===== src/rtl/lcd_frame_streamer.sv =====
// lcd_frame_streamer
// Reads 4-bit subpixels from the frame-buffer read port in groups of four,
// packs nibble pairs into bytes and streams them to the LCD serial
// transmitter. The RAMWR command byte is sent first in every frame.
// Frame-buffer reads are throttled against a small local nibble FIFO, so
// transmitter backpressure never loses data.
//
// Ports:
//   CLK         system clock
//   RST         asynchronous active-high reset
//   FRAME_START pulse, starts one frame when idle
//   PIX_EN      frame-buffer read enable (one nibble per high cycle)
//   PIX_DATA    frame-buffer output, subpixel in [7:4]
//   BYTE_DATA   byte to the transmitter
//   BYTE_DC     0 = command, 1 = data
//   BYTE_VALID  BYTE_DATA/BYTE_DC valid
//   BYTE_READY  transmitter accepts the byte this cycle
//   BUSY        frame in progress
//   FRAME_DONE  one-cycle pulse after the last data byte is accepted
module lcd_frame_streamer #(
    parameter int         FRAME_NIBBLES = 172800,
    parameter int         RD_LATENCY    = 5,
    parameter int         FIFO_DEPTH    = 16,
    parameter logic [7:0] RAMWR_CMD     = 8'h2C
) (
    input  logic       CLK,
    input  logic       RST,
    input  logic       FRAME_START,
    output logic       PIX_EN,
    input  logic [7:0] PIX_DATA,
    output logic [7:0] BYTE_DATA,
    output logic       BYTE_DC,
    output logic       BYTE_VALID,
    input  logic       BYTE_READY,
    output logic       BUSY,
    output logic       FRAME_DONE
);

    localparam int AW        = $clog2(FIFO_DEPTH);
    localparam int PW        = AW + 1;
    localparam int LAST_BYTE = FRAME_NIBBLES / 2;

    localparam logic [2:0] S_IDLE   = 3'd0;
    localparam logic [2:0] S_CMD    = 3'd1;
    localparam logic [2:0] S_STREAM = 3'd2;
    localparam logic [2:0] S_DRAIN  = 3'd3;
    localparam logic [2:0] S_DONE   = 3'd4;

    logic [2:0]            state_reg, state_next;
    logic                  pix_en_reg, pix_en_next;
    logic [1:0]            grp_phase_reg, grp_phase_next;
    logic [17:0]           req_cnt_reg, req_cnt_next;
    logic [PW-1:0]         inflight_reg, inflight_next;
    logic [RD_LATENCY-1:0] rd_pipe_reg, rd_pipe_in;
    logic [3:0]            fifo_mem [FIFO_DEPTH];
    logic [PW-1:0]         wr_ptr_reg, rd_ptr_reg, rd_ptr_next, fifo_cnt;
    logic [AW-1:0]         rd_idx0, rd_idx1;
    logic [7:0]            byte_data_reg, byte_data_next;
    logic                  byte_dc_reg, byte_dc_next;
    logic                  byte_valid_reg, byte_valid_next;
    logic [17:0]           data_cnt_reg, data_cnt_next;
    logic                  capture, accept, pop, group_ok;
    logic [17:0]           req_after;
    logic [PW+1:0]         reserve;
    logic                  unused_pix_low;

    assign unused_pix_low = &{1'b0, PIX_DATA[3:0]};

    // Read-latency tracker: a 1 leaving the last stage marks a valid nibble.
    genvar gi;
    generate
        for (gi = 0; gi < RD_LATENCY; gi++) begin : g_rd_pipe
            if (gi == 0) begin : g_head
                assign rd_pipe_in[gi] = pix_en_reg;
            end else begin : g_tail
                assign rd_pipe_in[gi] = rd_pipe_reg[gi-1];
            end
        end
    endgenerate

    assign capture  = rd_pipe_reg[RD_LATENCY-1];
    assign fifo_cnt = wr_ptr_reg - rd_ptr_reg;
    assign rd_idx0  = rd_ptr_reg[AW-1:0];
    assign rd_idx1  = rd_idx0 + AW'(1);
    assign accept   = byte_valid_reg && BYTE_READY;

    // A new group reserves FIFO space for everything already requested,
    // including the nibble being requested this very cycle, so the FIFO
    // cannot overflow whatever the transmitter does.
    assign req_after = req_cnt_reg + 18'(pix_en_reg);
    assign reserve   = {2'b00, fifo_cnt} + {2'b00, inflight_reg}
                     + (PW+2)'(pix_en_reg) + (PW+2)'(4);
    assign group_ok  = (state_reg == S_STREAM)
                     && (req_after < 18'(FRAME_NIBBLES))
                     && (reserve <= (PW+2)'(FIFO_DEPTH));

    assign pop = ((state_reg == S_STREAM) || (state_reg == S_DRAIN))
               && (!byte_valid_reg || BYTE_READY)
               && (fifo_cnt >= PW'(2));

    // Request side: groups of exactly four PIX_EN cycles.
    always_comb begin
        pix_en_next    = 1'b0;
        grp_phase_next = 2'd0;
        if (pix_en_reg && (grp_phase_reg != 2'd3)) begin
            pix_en_next    = 1'b1;
            grp_phase_next = grp_phase_reg + 2'd1;
        end else if (group_ok) begin
            pix_en_next    = 1'b1;
            grp_phase_next = 2'd0;
        end
    end

    assign inflight_next = inflight_reg + PW'(pix_en_reg) - PW'(capture);

    // Frame control, packer and output register.
    always_comb begin
        state_next      = state_reg;
        byte_data_next  = byte_data_reg;
        byte_dc_next    = byte_dc_reg;
        byte_valid_next = byte_valid_reg;
        data_cnt_next   = data_cnt_reg;
        rd_ptr_next     = rd_ptr_reg;
        req_cnt_next    = req_cnt_reg + 18'(pix_en_reg);

        if (accept && byte_dc_reg) begin
            data_cnt_next = data_cnt_reg + 18'd1;
        end

        if (pop) begin
            byte_data_next  = {fifo_mem[rd_idx0], fifo_mem[rd_idx1]};
            byte_dc_next    = 1'b1;
            byte_valid_next = 1'b1;
            rd_ptr_next     = rd_ptr_reg + PW'(2);
        end else if (accept) begin
            byte_valid_next = 1'b0;
        end

        case (state_reg)
            S_IDLE: begin
                req_cnt_next  = 18'd0;
                data_cnt_next = 18'd0;
                if (FRAME_START) begin
                    state_next      = S_CMD;
                    byte_data_next  = RAMWR_CMD;
                    byte_dc_next    = 1'b0;
                    byte_valid_next = 1'b1;
                end
            end
            S_CMD: begin
                if (accept) begin
                    state_next = S_STREAM;
                end
            end
            S_STREAM: begin
                if (req_cnt_reg == 18'(FRAME_NIBBLES)) begin
                    state_next = S_DRAIN;
                end
            end
            S_DRAIN: begin
                if (accept && (data_cnt_reg == 18'(LAST_BYTE - 1))
                    && (inflight_reg == '0) && (fifo_cnt == '0)) begin
                    state_next = S_DONE;
                end
            end
            S_DONE: begin
                state_next = S_IDLE;
            end
            default: begin
                state_next = S_IDLE;
            end
        endcase
    end

    always_ff @(posedge CLK or posedge RST) begin
        if (RST) begin
            state_reg      <= S_IDLE;
            pix_en_reg     <= 1'b0;
            grp_phase_reg  <= 2'd0;
            req_cnt_reg    <= 18'd0;
            inflight_reg   <= '0;
            rd_pipe_reg    <= '0;
            wr_ptr_reg     <= '0;
            rd_ptr_reg     <= '0;
            byte_data_reg  <= 8'd0;
            byte_dc_reg    <= 1'b0;
            byte_valid_reg <= 1'b0;
            data_cnt_reg   <= 18'd0;
        end else begin
            state_reg      <= state_next;
            pix_en_reg     <= pix_en_next;
            grp_phase_reg  <= grp_phase_next;
            req_cnt_reg    <= req_cnt_next;
            inflight_reg   <= inflight_next;
            rd_pipe_reg    <= rd_pipe_in;
            rd_ptr_reg     <= rd_ptr_next;
            byte_data_reg  <= byte_data_next;
            byte_dc_reg    <= byte_dc_next;
            byte_valid_reg <= byte_valid_next;
            data_cnt_reg   <= data_cnt_next;
            if (capture) begin
                wr_ptr_reg <= wr_ptr_reg + PW'(1);
            end
        end
    end

    // Storage needs no reset; the pointers define what is valid.
    always_ff @(posedge CLK) begin
        if (capture) begin
            fifo_mem[wr_ptr_reg[AW-1:0]] <= PIX_DATA[7:4];
        end
    end

    assign PIX_EN     = pix_en_reg;
    assign BYTE_DATA  = byte_data_reg;
    assign BYTE_DC    = byte_dc_reg;
    assign BYTE_VALID = byte_valid_reg;
    assign BUSY       = (state_reg == S_CMD) || (state_reg == S_STREAM)
                     || (state_reg == S_DRAIN);
    assign FRAME_DONE = (state_reg == S_DONE);

endmodule

===== config.mk =====
export PLATFORM = sky130hd
export DESIGN_NAME = lcd_frame_streamer
export DESIGN_NICKNAME = d
export VERILOG_FILES = /design/src/rtl/lcd_frame_streamer.sv
export SDC_FILE = /design/constraint.sdc
export NUM_CORES = 1
export LEC_CHECK = 0
export ABC_CLOCK_PERIOD_IN_PS = 3500
export CAP_MARGIN = 20
export CORE_MARGIN = 2
export CORE_UTILIZATION = 55
export CTS_CLUSTER_SIZE = 10
export DETAILED_ROUTE_END_ITERATION = 10
export PLACE_DENSITY = 0.79
export SYNTH_ARGS = -nofsm -noshare
export SYNTH_HDL_FRONTEND = slang
export SYNTH_SLANG_ARGS = --single-unit

===== constraint.sdc =====
create_clock -name CLK -period 3.5 [get_ports CLK]
set_input_delay 0.525 -clock CLK [delete_from_list [all_inputs] [get_ports CLK]]
set_output_delay 0.525 -clock CLK [all_outputs]
set_load 0.02 [all_outputs]

[Word-level counts from Yosys, hierarchy flattened]
Memories as Yosys holds them, arrays and structs flattened.
Cells that the tools add are included.
Widths: inputs -> output; s select.
Cells by class
  bitwise operators: 0
  multipliers: 0
  muxes and demuxes: 23
  reduce and logical (&&, ||, !) cells: 20
  div/mod/pow operators: 0
  shift operators: 0
  equal/unequal tests: 11
  $add $sub $neg: 12
  magnitude comparators: 3
Operator list (number)
  $mux 18: 3
  $mux 8: 3
  $add 18x1->18: 1
  $add 18x1->18 const B: 1
  $eq 18x17->1 const B: 1
  $eq 18x18->1 const B: 1
  $lt 18x18->1 const B: 1
  $mux 3: 4
  $pmux 3 s4: 1
  $mux 1: 11
  $logic_and 1x1->1: 10
  $logic_not 5->1: 2
  $add 6x1->7: 1
  $add 7x3->7 const B: 1
  $le 7x5->1 const B: 1
  $add 5x5->6: 1
  $eq 3x2->1 const B: 2
  $ne 2x2->1 const B: 3
  $add 5x1->5: 1
  $add 5x1->5 const B: 1
  $add 5x2->5 const B: 1
  $ge 5x2->1 const B: 1
  $sub 5x1->5: 1
  $sub 5x5->5: 1
  11 further kinds: 15
Word-level totals
  output and inout port bits: 13
  bits in latches: 0
  register bits after elaboration: 72
  bits in read-only memories: 0
  memory bits (writable): 64
  memories: 1
Memories
  fifo_mem: depth 16, bits a word 4, read ports 2, clocked after Yosys merged registers in 0, wr ports 1, line 55  | logic [3:0] fifo_mem [FIFO_DEPTH];

[Logic depth before layout (Yosys ltp)]
Gate-level depths: netlist of run 1.
  depth in word-level cells: 8
  mapped depth: 16

[Worst setup path before layout of run 1]
No wires, ideal clock.
  path type: reg-to-reg
  start point: reg rd_ptr_reg[2]
  end point: reg pix_en_reg (netlist: PIX_EN)
  library setup time: 0.077 ns
  stages on the path, launching flop included: 15
  period minus slack after synthesis: 3.487 ns
  slack: 0.013 ns
  arrival time: 3.410 ns
  buffers on the path: 2
  cells stage by stage: dfrtp_1 -> clkbuf_1 -> clkbuf_1 -> inv_1 -> ha_1 -> nor2b_1 -> o21a_1 -> or3_1 -> nand2_1 -> ha_1 -> ha_1 -> or3_1 -> a311oi_1 -> nand4_1 -> o21ai_1
Between the ends
  cells in the longest elaborated chain, start to end: 8
RTL lines
  start, declared: line 56  | logic [PW-1:0] wr_ptr_reg, rd_ptr_reg, rd_ptr_next, fifo_cnt;
  start signal, assigned: line 196  | rd_ptr_reg <= rd_ptr_next;
  $sub 5x5->5: line 82  | assign fifo_cnt = wr_ptr_reg - rd_ptr_reg;
  $add 5x5->6: line 91  | assign reserve = {2'b00, fifo_cnt} + {2'b00, inflight_reg}
  $add 6x1->7: line 92  | + (PW+2)'(pix_en_reg) + (PW+2)'(4);
  $add 7x3->7: line 92
  $le 7x5->1: line 95  | && (reserve <= (PW+2)'(FIFO_DEPTH));
  $logic_and 1x1->1: line 95
  $mux 1: line 108  | end else if (group_ok) begin
  $mux 1: line 105  | if (pix_en_reg && (grp_phase_reg != 2'd3)) begin
  net pix_en_next: line 50  | logic pix_en_reg, pix_en_next;
  end signal, assigned: line 191  | pix_en_reg <= pix_en_next;
  end, declared: line 50
The timed path passes the listed nets, and every way through them passes these cells.
A chain may end at the register's enable or synchronous reset.

[Final worst setup path of run 1]
  start point: reg wr_ptr_reg[1]
  end point: reg pix_en_reg (netlist: PIX_EN)
Between the ends
  cells in the longest elaborated chain, start to end: 8
RTL lines
  start, declared: line 56
  start signal, assigned: line 202  | wr_ptr_reg <= wr_ptr_reg + PW'(1);
  $sub 5x5->5: line 82
  $add 5x5->6: line 91
  $add 6x1->7: line 92
  $add 7x3->7: line 92
  $le 7x5->1: line 95
  $logic_and 1x1->1: line 95
  $mux 1: line 108
  $mux 1: line 105
  net pix_en_next: line 50
The timed path passes the listed nets, and every way through them passes these cells.

==> results by group, run 1 <==
Clock tree
  – H-tree depth: 4
  – Hold_buf cts: 0
  – Worst-path clk slew: 0.06 ns
  – Num CTS Buffers: 17
  – Clk root buf: clkbuf_16
  – Clk_lat worst skew: 0.42 ns
  – CTS tree: built
  – TritonCTS Sinks: 135
  – Maximum root-to-sink buffer count: 2
  – Setup Buffers After CTS: 0

Timing
  – Max Transition Viols Final: 0
  – Least-Margin Pin Slew: 0.609 ns
  – Post-route minimum period: 3.21 ns
  – Post-Route Setup TNS: 0 ns
  – Period utilization: 91.7%
  – Post-Route Skew: approximately 0.0097 ns
  – Finish-stage setup viols: 0
  – Hold Vio Cnt, Final: 0
  – Final setup margin: 0.291 ns
  – Slew HR: 59.3%
  – Fmax: 312 MHz
  – RSZ-0062 raised after global routing: no

Yosys
  – Synthesized Nets: around 560
  – Library cells used by synthesis: 57
  – Prevailing post-synth register cell: dfrtp_1
  – Fraction of registers with async set or reset after synthesis: roughly 53%
  – Mapped Avg Cell Area: 12.6 um2
  – Sequential share of the synthesized area: 57.3%
  – Number of flops mapped to enable cells by yosys: 64
  – Post-Syn Instances: 513
  – Mapped Area: around 6500 um2
  – Yosys reg bits: around 140
  – Yosys warns: 0

Global routing
  – Largest net degree at the start of global routing: ~70
  – Vias in the first global route: 4205
  – Tot GR Track Use: 22.0%
  – First-pass GRT wire length: 21.5 mm
  – GRT overflow: 0
  – Initial antenna violation count: 0

Min path
  – Hold path start: rd_pipe_reg[3]
  – Hold Path Class: register to register
  – Worst Hold End: rd_pipe_reg[4]
  – Hold path depth: 0

Placement
  – DP Wirelength: 8.50 mm
  – GPL Wtd Cong: 0.834
  – DP Worst Slack: 0.205 ns
  – DP Cell Count: between 600 and 700
  – Port Buffers: 20

Routing
  – Wire per inst: ~18 um
  – Via count: between 4000 and 5000
  – Pre-antenna DRT Iters: 4
  – Post-route ant nets: 0
  – Post-Route WL: about 12 mm
  – Initial DRC count: 333
  – DRC: 0
  – Vias/cell: 5.81

Worst setup path
  – WP data required: 3.85 ns
  – Kind of critical path: register to register
  – Cell family with most CP delay: adder cells
  – CP max stage cell: fa_1
  – Crit-path cells: inv_2 -> ha_1 -> inv_1 -> fa_1 -> inv_1 -> ha_1 -> fa_1 -> nand2_1 -> o32ai_1 -> nand2_1 -> a311oi_2 -> nand4_1 -> o21ai_1
  – R2R setup slack: 0.29 ns
  – Critical path capture point type: register
  – Crit-path max cell delay: 0.54 ns
  – Worst Path Max Fanout: 4
  – Sum of buffers and inverters on the critical path: 3
  – CP startpoint kind: register
  – Reg2Reg Depth: 13
  – Worst Path Arrival: 3.56 ns
  – FF-to-FF Start: wr_ptr_reg[1]
  – Critical R2R Capture: PIX_EN

Run
  – Max_cap viols: 0

Layout
  – Non-filler instance count after layout: 695
  – Max FFs per register: 64
  – Share of post-route cells with drive strength above 1: 12.5%
  – Layout area overhead: 15.5%
  – Ant diodes: 0
  – # nets final: 581

Die
  – Die Y: about 110 um
  – IO Count: 25
  – Initial core utilization: 56.5%
  – Die Wd: ~110 um
  – # rows: 39
  – Core Footprint: 11400 um2
  – Overall die area: about 13000 um2

Power
  – Leakage: 2.97 nW
  – Worst vdd ir: 0.699 mV
  – Power Density: 954 nW/um2

Status
  – Status: complete, no violations
worst max path at each step:
stage,from,end,slack (ns),cells after the start
after CTS,wr_ptr_reg[1],PIX_EN,0.19,13
final,wr_ptr_reg[1],PIX_EN,0.29,13
after floorplan,rd_ptr_reg[2],PIX_EN,0.01,14
after global routing,wr_ptr_reg[1],PIX_EN,0.01,13
after global placement,wr_ptr_reg[1],PIX_EN,0.35,13
after detailed placement,wr_ptr_reg[1],PIX_EN,0.20,13
cell usage in the layout (no fill, tap or decap), drive strengths merged, types with 6 or more instances in the layout:
master and instances:
nand2 23, nor3 7, inv 37, and2 19, nand4 13, xor2 28, clkdlybuf4s50 20, dfrtp 71
and3 7, mux4 16, xnor2 17, a21oi 16, nor2 51, o21ai 14, nand3 18, nor2b 6
mux2i 10, ha 26, nor4 7, edfxtp 64, clkbuf 18
Yosys cell counts, types with 3 or more instances:
master / number / area share (%)
dfrtp_1: 71 / 28
edfxtp_1: 64 / 30
nor2_1: 50 / 2.9
inv_1: 28 / 1.6
xor2_1: 28 / 3.8
ha_1: 26 / 5.0
nand2_1: 22 / 1.3
and2_1: 18 / 1.7
xnor2_1: 17 / 2.3
a21oi_1: 16 / 1.2
mux4_2: 16 / 5.6
nand3_1: 15 / 1.2
nand4_1: 13 / 1.3
clkbuf_1: 11 / 0.64
o21ai_0: 11 / 0.85
mux2i_1: 10 / 1.6
nor3_1: 7 / 0.54
and3_1: 6 / 0.58
buf_2: 6 / 0.47
nor2b_1: 6 / 0.58
nor4_1: 6 / 0.58
a211oi_1: 5 / 0.58
or3_1: 5 / 0.48
a32oi_1: 4 / 0.54
fa_1: 4 / 1.2
and4_1: 3 / 0.41
nand2b_1: 3 / 0.29
nand3_2: 3 / 0.47
o21ai_1: 3 / 0.23
o311ai_1: 3 / 0.41
layer usage:
layer	up-vias	global-route usage [%]	part of all wire, %
met5	-	0	0
met2	84	36.1	52
met1	2033	28.7	43
li1	1910	-	-
met3	13	5.45	3.9
met4	0	8.29	1.2
repair_timing:
action / in CTS / in global routing
hold endpoints to repair: 0 / 0
resized for setup: 0 / 2
setup endpoints to repair: 0 / 1
area by class of cell:
class | count | area, um2
clock inverter | 14 | 211
inverter | 29 | 109
clock buffer | 18 | 429
tap | 143 | 179
fill | 847 | 3960
timing repair buffer | 25 | 250
sequential | 135 | 3700
multi-input combinational | 331 | 2580
where the power goes:
group          internal, W  total [W]  switching, W
combinational      0.00122    0.00282       0.00161
sequential         0.00204    0.00236      0.000317
clock              0.00122    0.00193      0.000718
metrics by stage:
stage	util [%]	hold slack, ns	cell area, um2	total power (W)
final	65.3	0.352	7460	0.00712
after floorplan	-	0.331	6460	0.00439
after global placement	59.7	0.336	6810	0.00495
after CTS	65.3	0.354	7450	0.00713
after global routing	65.3	0.361	7460	0.00763
after detailed placement	59.7	0.338	6810	0.00515
cell families after synthesis:
group	count (synthesis)	share of synthesized area, %
adders and majority gates	30	6.28
AOI/OAI and AO/OA	56	5.68
and+or+nand+nor	174	14.6
muxes	26	7.13
xor gates and xnor gates	45	6.10
DFF	135	57.3
buffers and inverters	47	2.91
Note: power is estimated with default switching activity, not from simulation.
==> inputs of run 2 (changes only) <==
- CORE_ASPECT_RATIO: default -> 1.1
==> results by group, run 2 (same netlist as run 1, synthesis figures left out) <==
Placement
  – DP Wirelength: 8.66 mm (+1.9%)
  – GPL Wtd Cong: 0.817 (-2.1%)
  – Port Buffers: 20 (unchanged)
  – DP Worst Slack: 0.0843 ns (-0.121 ns)

Die
  – Die Wd: 107 um (-4.5%)
  – Initial core utilization: 56.4% (-0.11 points)
  – IO Count: 25 (unchanged)
  – Core Footprint: 11400 um2 (+0.19%)
  – Die Y: 118 um (+4.7%)
  – # rows: 41 (+5.1%)
  – Overall die area: 12600 um2 (about the same)

Timing
  – Post-route minimum period: 3.30 ns (+0.0905 ns)
  – Slew HR: 40.9% (-18 points)
  – Fmax: 303 MHz (-2.7%)
  – Least-Margin Pin Slew: 0.882 ns (+0.273 ns)
  – Hold Vio Cnt, Final: 0 (unchanged)
  – Period utilization: 94.3% (+2.6 points)
  – Finish-stage setup viols: 0 (unchanged)
  – Final setup margin: 0.201 ns (-0.0905 ns)
  – Max Transition Viols Final: 0 (unchanged)
  – Hold Slack: 0.349 ns (-0.00258 ns)
  – Post-Route Skew: 0.00885 ns (-0.000891 ns)
  – RSZ-0062 raised after global routing: no
  – Post-Route Setup TNS: 0 ns (unchanged)

Worst setup path
  – FF-to-FF Start: wr_ptr_reg[1]
  – WP data required: 3.84 ns (about the same)
  – CP startpoint kind: register
  – Reg2Reg Depth: 13 (unchanged)
  – CP max stage cell: fa_1
  – Crit-path cells: inv_2 -> ha_1 -> inv_1 -> fa_1 -> inv_1 -> ha_1 -> fa_1 -> nand2_1 -> o32ai_2 -> nand2_1 -> a311oi_2 -> nand4_1 -> o21ai_2
  – Worst Path Max Fanout: 4 (unchanged)
  – Critical path capture point type: register
  – R2R setup slack: 0.20 ns (-0.09 ns)
  – Worst Path Arrival: 3.64 ns (+0.08 ns)
  – Critical R2R Capture: PIX_EN
  – Kind of critical path: register to register
  – Crit-path max cell delay: 0.54 ns (about the same)

Global routing
  – Largest net degree at the start of global routing: 37 (-49%)
  – Tot GR Track Use: 21.4% (-0.58 points)
  – Initial antenna violation count: 0 (unchanged)
  – First-pass GRT wire length: 20.5 mm (-4.3%)
  – Vias in the first global route: 4216 (+0.26%)
  – GRT overflow: 0 (unchanged)

Routing
  – DRC: 0 (unchanged)
  – Post-route ant nets: 0 (unchanged)
  – Post-Route WL: 12.5 mm (+0.61%)
  – Via count: 4014 (-0.64%)
  – Wire per inst: 17.7 um (-0.53%)
  – Initial DRC count: 190 (-43%)
  – Vias/cell: 5.71 (-1.8%)
  – Pre-antenna DRT Iters: 5 (+1)

Layout
  – Final core utilization: 64.9% (-0.43 points)
  – Share of post-route cells with drive strength above 1: 13.0% (+0.52 points)
  – Fill cells: 841 (-0.71%)
  – # nets final: 582 (+0.17%)
  – Commonest non-fill, non-tap cell in the layout: dfrtp_1
  – Ant diodes: 0 (unchanged)
  – Layout area overhead: 15.0%
  – Max FFs per register: 64 (unchanged)
  – Most frequent cells in the layout: dfrtp_1, edfxtp_1, nor2_1
  – Sequential cell area: 3700 um2 (unchanged)
  – Multi-input gate area: 2590 um2 (+0.44%)

Power
  – Power Density: 941 nW/um2 (-1.4%)
  – Worst vdd ir: 0.558 mV (-20%)
  – Leakage: 2.93 nW (-1.1%)

Run
  – Max_cap viols: 0 (unchanged)

Clock tree
  – H-tree depth: 4 (unchanged)
  – Worst-path clk slew: 0.06 ns (about the same)
  – CTS tree: built
  – Num CTS Buffers: 17 (unchanged)
  – Clk_lat worst skew: 0.43 ns (about the same)
  – Clk root buf: clkbuf_16
  – Maximum root-to-sink buffer count: 2 (unchanged)
  – TritonCTS Sinks: 135 (unchanged)
  – Setup Buffers After CTS: 0 (unchanged)

Min path
  – Hold Path Class: register to register
  – Worst Hold End: rd_pipe_reg[4]
  – Hold path depth: 0 (unchanged)
  – Hold path start: rd_pipe_reg[3]

Status
  – Status: complete, no violations
[run 2: what timing repair did]
action	CTS	global route
gates resized for setup	0	4
endpoints found under the hold margin	0	0
hold buffers	0	0
endpoints found under the setup margin	0	1
[run 2: how the worst max path moves through the flow]
stage                        from  endpoint  cells after the start
floorplan           rd_ptr_reg[2]    PIX_EN                     14
global placement    wr_ptr_reg[1]    PIX_EN                     13
detailed placement  wr_ptr_reg[1]    PIX_EN                     13
CTS                 wr_ptr_reg[1]    PIX_EN                     13
global route        wr_ptr_reg[1]    PIX_EN                     13
finish              wr_ptr_reg[1]    PIX_EN                     13
[run 2: through the flow]
stage               cell area [um2]  total power, W  instances
floorplan                      6460         0.00439        513
global placement               6830         0.00495        671
detailed placement             6830         0.00517        671
CTS                            7410         0.00692        703
global route                   7420         0.00746        703
finish                         7420         0.00699        703
[run 2: critical path: cells and delay by family (launching register included)]
family,cells,cell delay [ns]
AOI/OAI and AO/OA,3,0.67
adders and majority gates,4,1.54
buffers and inverters,3,0.23
DFF,1,0.42
and+or+nand+nor,3,0.36
[run 2: final cells by class]
class,count,share of cell area (%)
Clock buffer,20,6.15
Clock inverter,12,1.63
Inverter,29,1.47
Multi-Input combinational cell,331,34.9
Sequential cell,135,49.8
Tap cell,150,2.53
Timing Repair Buffer,26,3.47
[run 2: routing by layer]
layer,global-route usage [%],up-vias,wire length [um]
li1,-,1909,-
met1,26.1,1996,5250
met2,35.7,81,6390
met3,6.04,28,527
met4,9.01,0,289
met5,0,-,0
[run 2: power breakdown]
group | internal [W] | total, W | switching [W]
registers | 0.00204 | 0.00236 | 0.000320
logic | 0.00125 | 0.00291 | 0.00165
clock network | 0.00102 | 0.00172 | 0.000694
total | 0.00432 | 0.00699 | 0.00267
==> inputs of run 3 (changes only) <==
- MAX_ROUTING_LAYER: default -> met4
==> results by group, run 3 (same netlist as run 1, synthesis figures left out) <==
Status
  – Status: complete, no violations

Layout
  – Fill cells: 841 (unchanged)
  – Layout area overhead: 15.0% (unchanged)
  – Most frequent cells in the layout: dfrtp_1, edfxtp_1, nor2_1
  – Max FFs per register: 64 (unchanged)
  – Ant diodes: 0 (unchanged)
  – # nets final: 582 (unchanged)
  – Share of post-route cells with drive strength above 1: 13.0% (unchanged)
  – Commonest non-fill, non-tap cell in the layout: dfrtp_1
  – Final core utilization: 64.9% (unchanged)

Timing
  – Finish-stage setup viols: 0 (unchanged)
  – Max Transition Viols Final: 0 (unchanged)
  – Post-Route Skew: 0.00874 ns (-0.000115 ns)
  – Fmax: 304 MHz (+0.38%)
  – RSZ-0062 raised after global routing: no
  – Post-Route Setup TNS: 0 ns (unchanged)
  – Least-Margin Pin Slew: 0.891 ns (+0.00848 ns)
  – Post-route minimum period: 3.29 ns (-0.0125 ns)
  – Period utilization: 93.9% (-0.36 points)
  – Slew HR: 40.3% (-0.57 points)
  – Hold Vio Cnt, Final: 0 (unchanged)

Worst setup path
  – Worst Path Max Fanout: 4 (unchanged)
  – WP data required: 3.84 ns (about the same)
  – Critical path capture point type: register
  – Worst Path Arrival: 3.63 ns (about the same)
  – Start point of the critical path: wr_ptr_reg[1]
  – Kind of critical path: register to register
  – FF-to-FF Start: wr_ptr_reg[1]
  – CP startpoint kind: register

Power
  – Switching Share: 38.0% (-0.13 points)
  – Net switching power: 0.00265 W (-0.56%)
  – Clock power frac: 24.6% (about the same)
  – Logic pwr share: 41.6% (about the same)
  – Worst vdd ir: 0.557 mV (-0.16%)
  – Internal power: 0.00432 W (about the same)
  – Sequential share of power: 33.8% (about the same)
  – Leakage: 2.93 nW (unchanged)
  – Power Density: 939 nW/um2 (-0.22%)

Clock tree
  – Hold_buf cts: 0 (unchanged)
  – Maximum root-to-sink buffer count: 2 (unchanged)
  – Setup Buffers After CTS: 0 (unchanged)
  – H-tree depth: 4 (unchanged)
  – Worst-path clk slew: 0.06 ns (about the same)
  – Cts repair resizes: 0 (unchanged)
  – Clk root buf: clkbuf_16
  – TritonCTS Sinks: 135 (unchanged)
  – CTS tree: built
  – Clk_lat worst skew: 0.43 ns (about the same)
  – Num CTS Buffers: 17 (unchanged)

Die
  – Die Wd: 107 um (unchanged)
  – Overall die area: 12600 um2 (unchanged)
  – # rows: 41 (unchanged)
  – Die Y: 118 um (unchanged)
  – IO Count: 25 (unchanged)
  – Initial core utilization: 56.4% (unchanged)
  – Core Footprint: 11400 um2 (unchanged)

Routing
  – DRC: 0 (unchanged)
  – Via count: 4027 (+0.32%)
  – Pre-antenna DRT Iters: 4 (-1)
  – Post-route ant nets: 0 (unchanged)
  – Wire per inst: 17.7 um (-0.36%)
  – Post-Route WL: 12.4 mm (-0.36%)
  – Initial DRC count: 206 (+8.4%)
  – Vias/cell: 5.73 (+0.32%)

Global routing
  – Vias in the first global route: 4217 (+0.024%)
  – GRT overflow: 0 (unchanged)
  – Initial antenna violation count: 0 (unchanged)
  – Largest net degree at the start of global routing: 37 (unchanged)
  – Tot GR Track Use: 22.1% (+0.63 points)
  – First-pass GRT wire length: 20.6 mm (+0.10%)

Min path
  – Hold Path Class: register to register
  – Hold path start: rd_pipe_reg[1]

Placement
  – Port Buffers: 20 (unchanged)
  – GPL Wtd Cong: 0.829 (+1.5%)
  – DP Wirelength: 8.66 mm (unchanged)

Run
  – Max_cap viols: 0 (unchanged)
run 3: cell counts in the layout (fill, tap and decap cells not counted):
No cell type changed its count.
run 3: final cells by class:
cell class | instances | area, um2 | share of cell area, %
clock buffer | 20 | 457 | 6.15
clock inverter | 12 | 121 | 1.63
inverter | 29 | 109 | 1.47
multi-input combinational | 331 | 2590 | 34.9
sequential | 135 | 3700 | 49.8
tap | 150 | 188 | 2.53
timing repair buffer | 26 | 258 | 3.47
run 3: final timing paths:
check,depth (start not counted),slack [ns],end
max,13,0.21,PIX_EN
min in group asynchronous,2,0.56,data_cnt_reg[16]
max in group asynchronous,3,2.29,rd_pipe_reg[1]
max reg2reg,13,0.21,PIX_EN
min reg2reg,0,0.35,rd_pipe_reg[2]
min,0,0.35,rd_pipe_reg[2]
run 3: critical path, cell delays in order, from the launching register on:
cell      delay, ns
dfrtp_1        0.42
inv_2          0.11
ha_1           0.17
inv_1          0.05
fa_1           0.51
inv_1          0.06
ha_1           0.32
fa_1           0.54
nand2_1        0.08
o32ai_2        0.23
nand2_1        0.11
a311oi_2       0.27
nand4_1        0.16
o21ai_2        0.17
run 3: stage by stage:
| stage | setup slack [ns] | total power (W) | instances | area (um2) | hold WS (ns) |
|---|---|---|---|---|---|
| final | 0.213 | 0.00697 | 703 | 7420 | 0.349 |
| after global routing | 0.0145 | 0.00746 | 703 | 7420 | 0.356 |
| after CTS | 0.0614 | 0.00692 | 703 | 7410 | 0.349 |
| after detailed placement | 0.0843 | 0.00517 | 671 | 6830 | 0.336 |
| after global placement | 0.338 | 0.00495 | 671 | 6830 | 0.340 |
| after floorplan | 0.0133 | 0.00439 | 513 | 6460 | 0.331 |
run 3: power groups by stage:
stage	Combinational [W]	Sequential, W	Clock (W)
after global placement	0.00259	0.00236	0
after floorplan	0.00205	0.00234	0
after detailed placement	0.00278	0.00238	0
final	0.00290	0.00236	0.00171
after CTS	0.00282	0.00236	0.00174
after global routing	0.00324	0.00240	0.00182
run 3: metal layers:
metal / vias up / wire, um / track usage, %
met4: 0 / 314 / 9.74
met1: 1993 / 5270 / 26.1
met5: - / 0 / -
met3: 33 / 457 / 5.54
met2: 88 / 6370 / 35.7
li1: 1913 / - / -
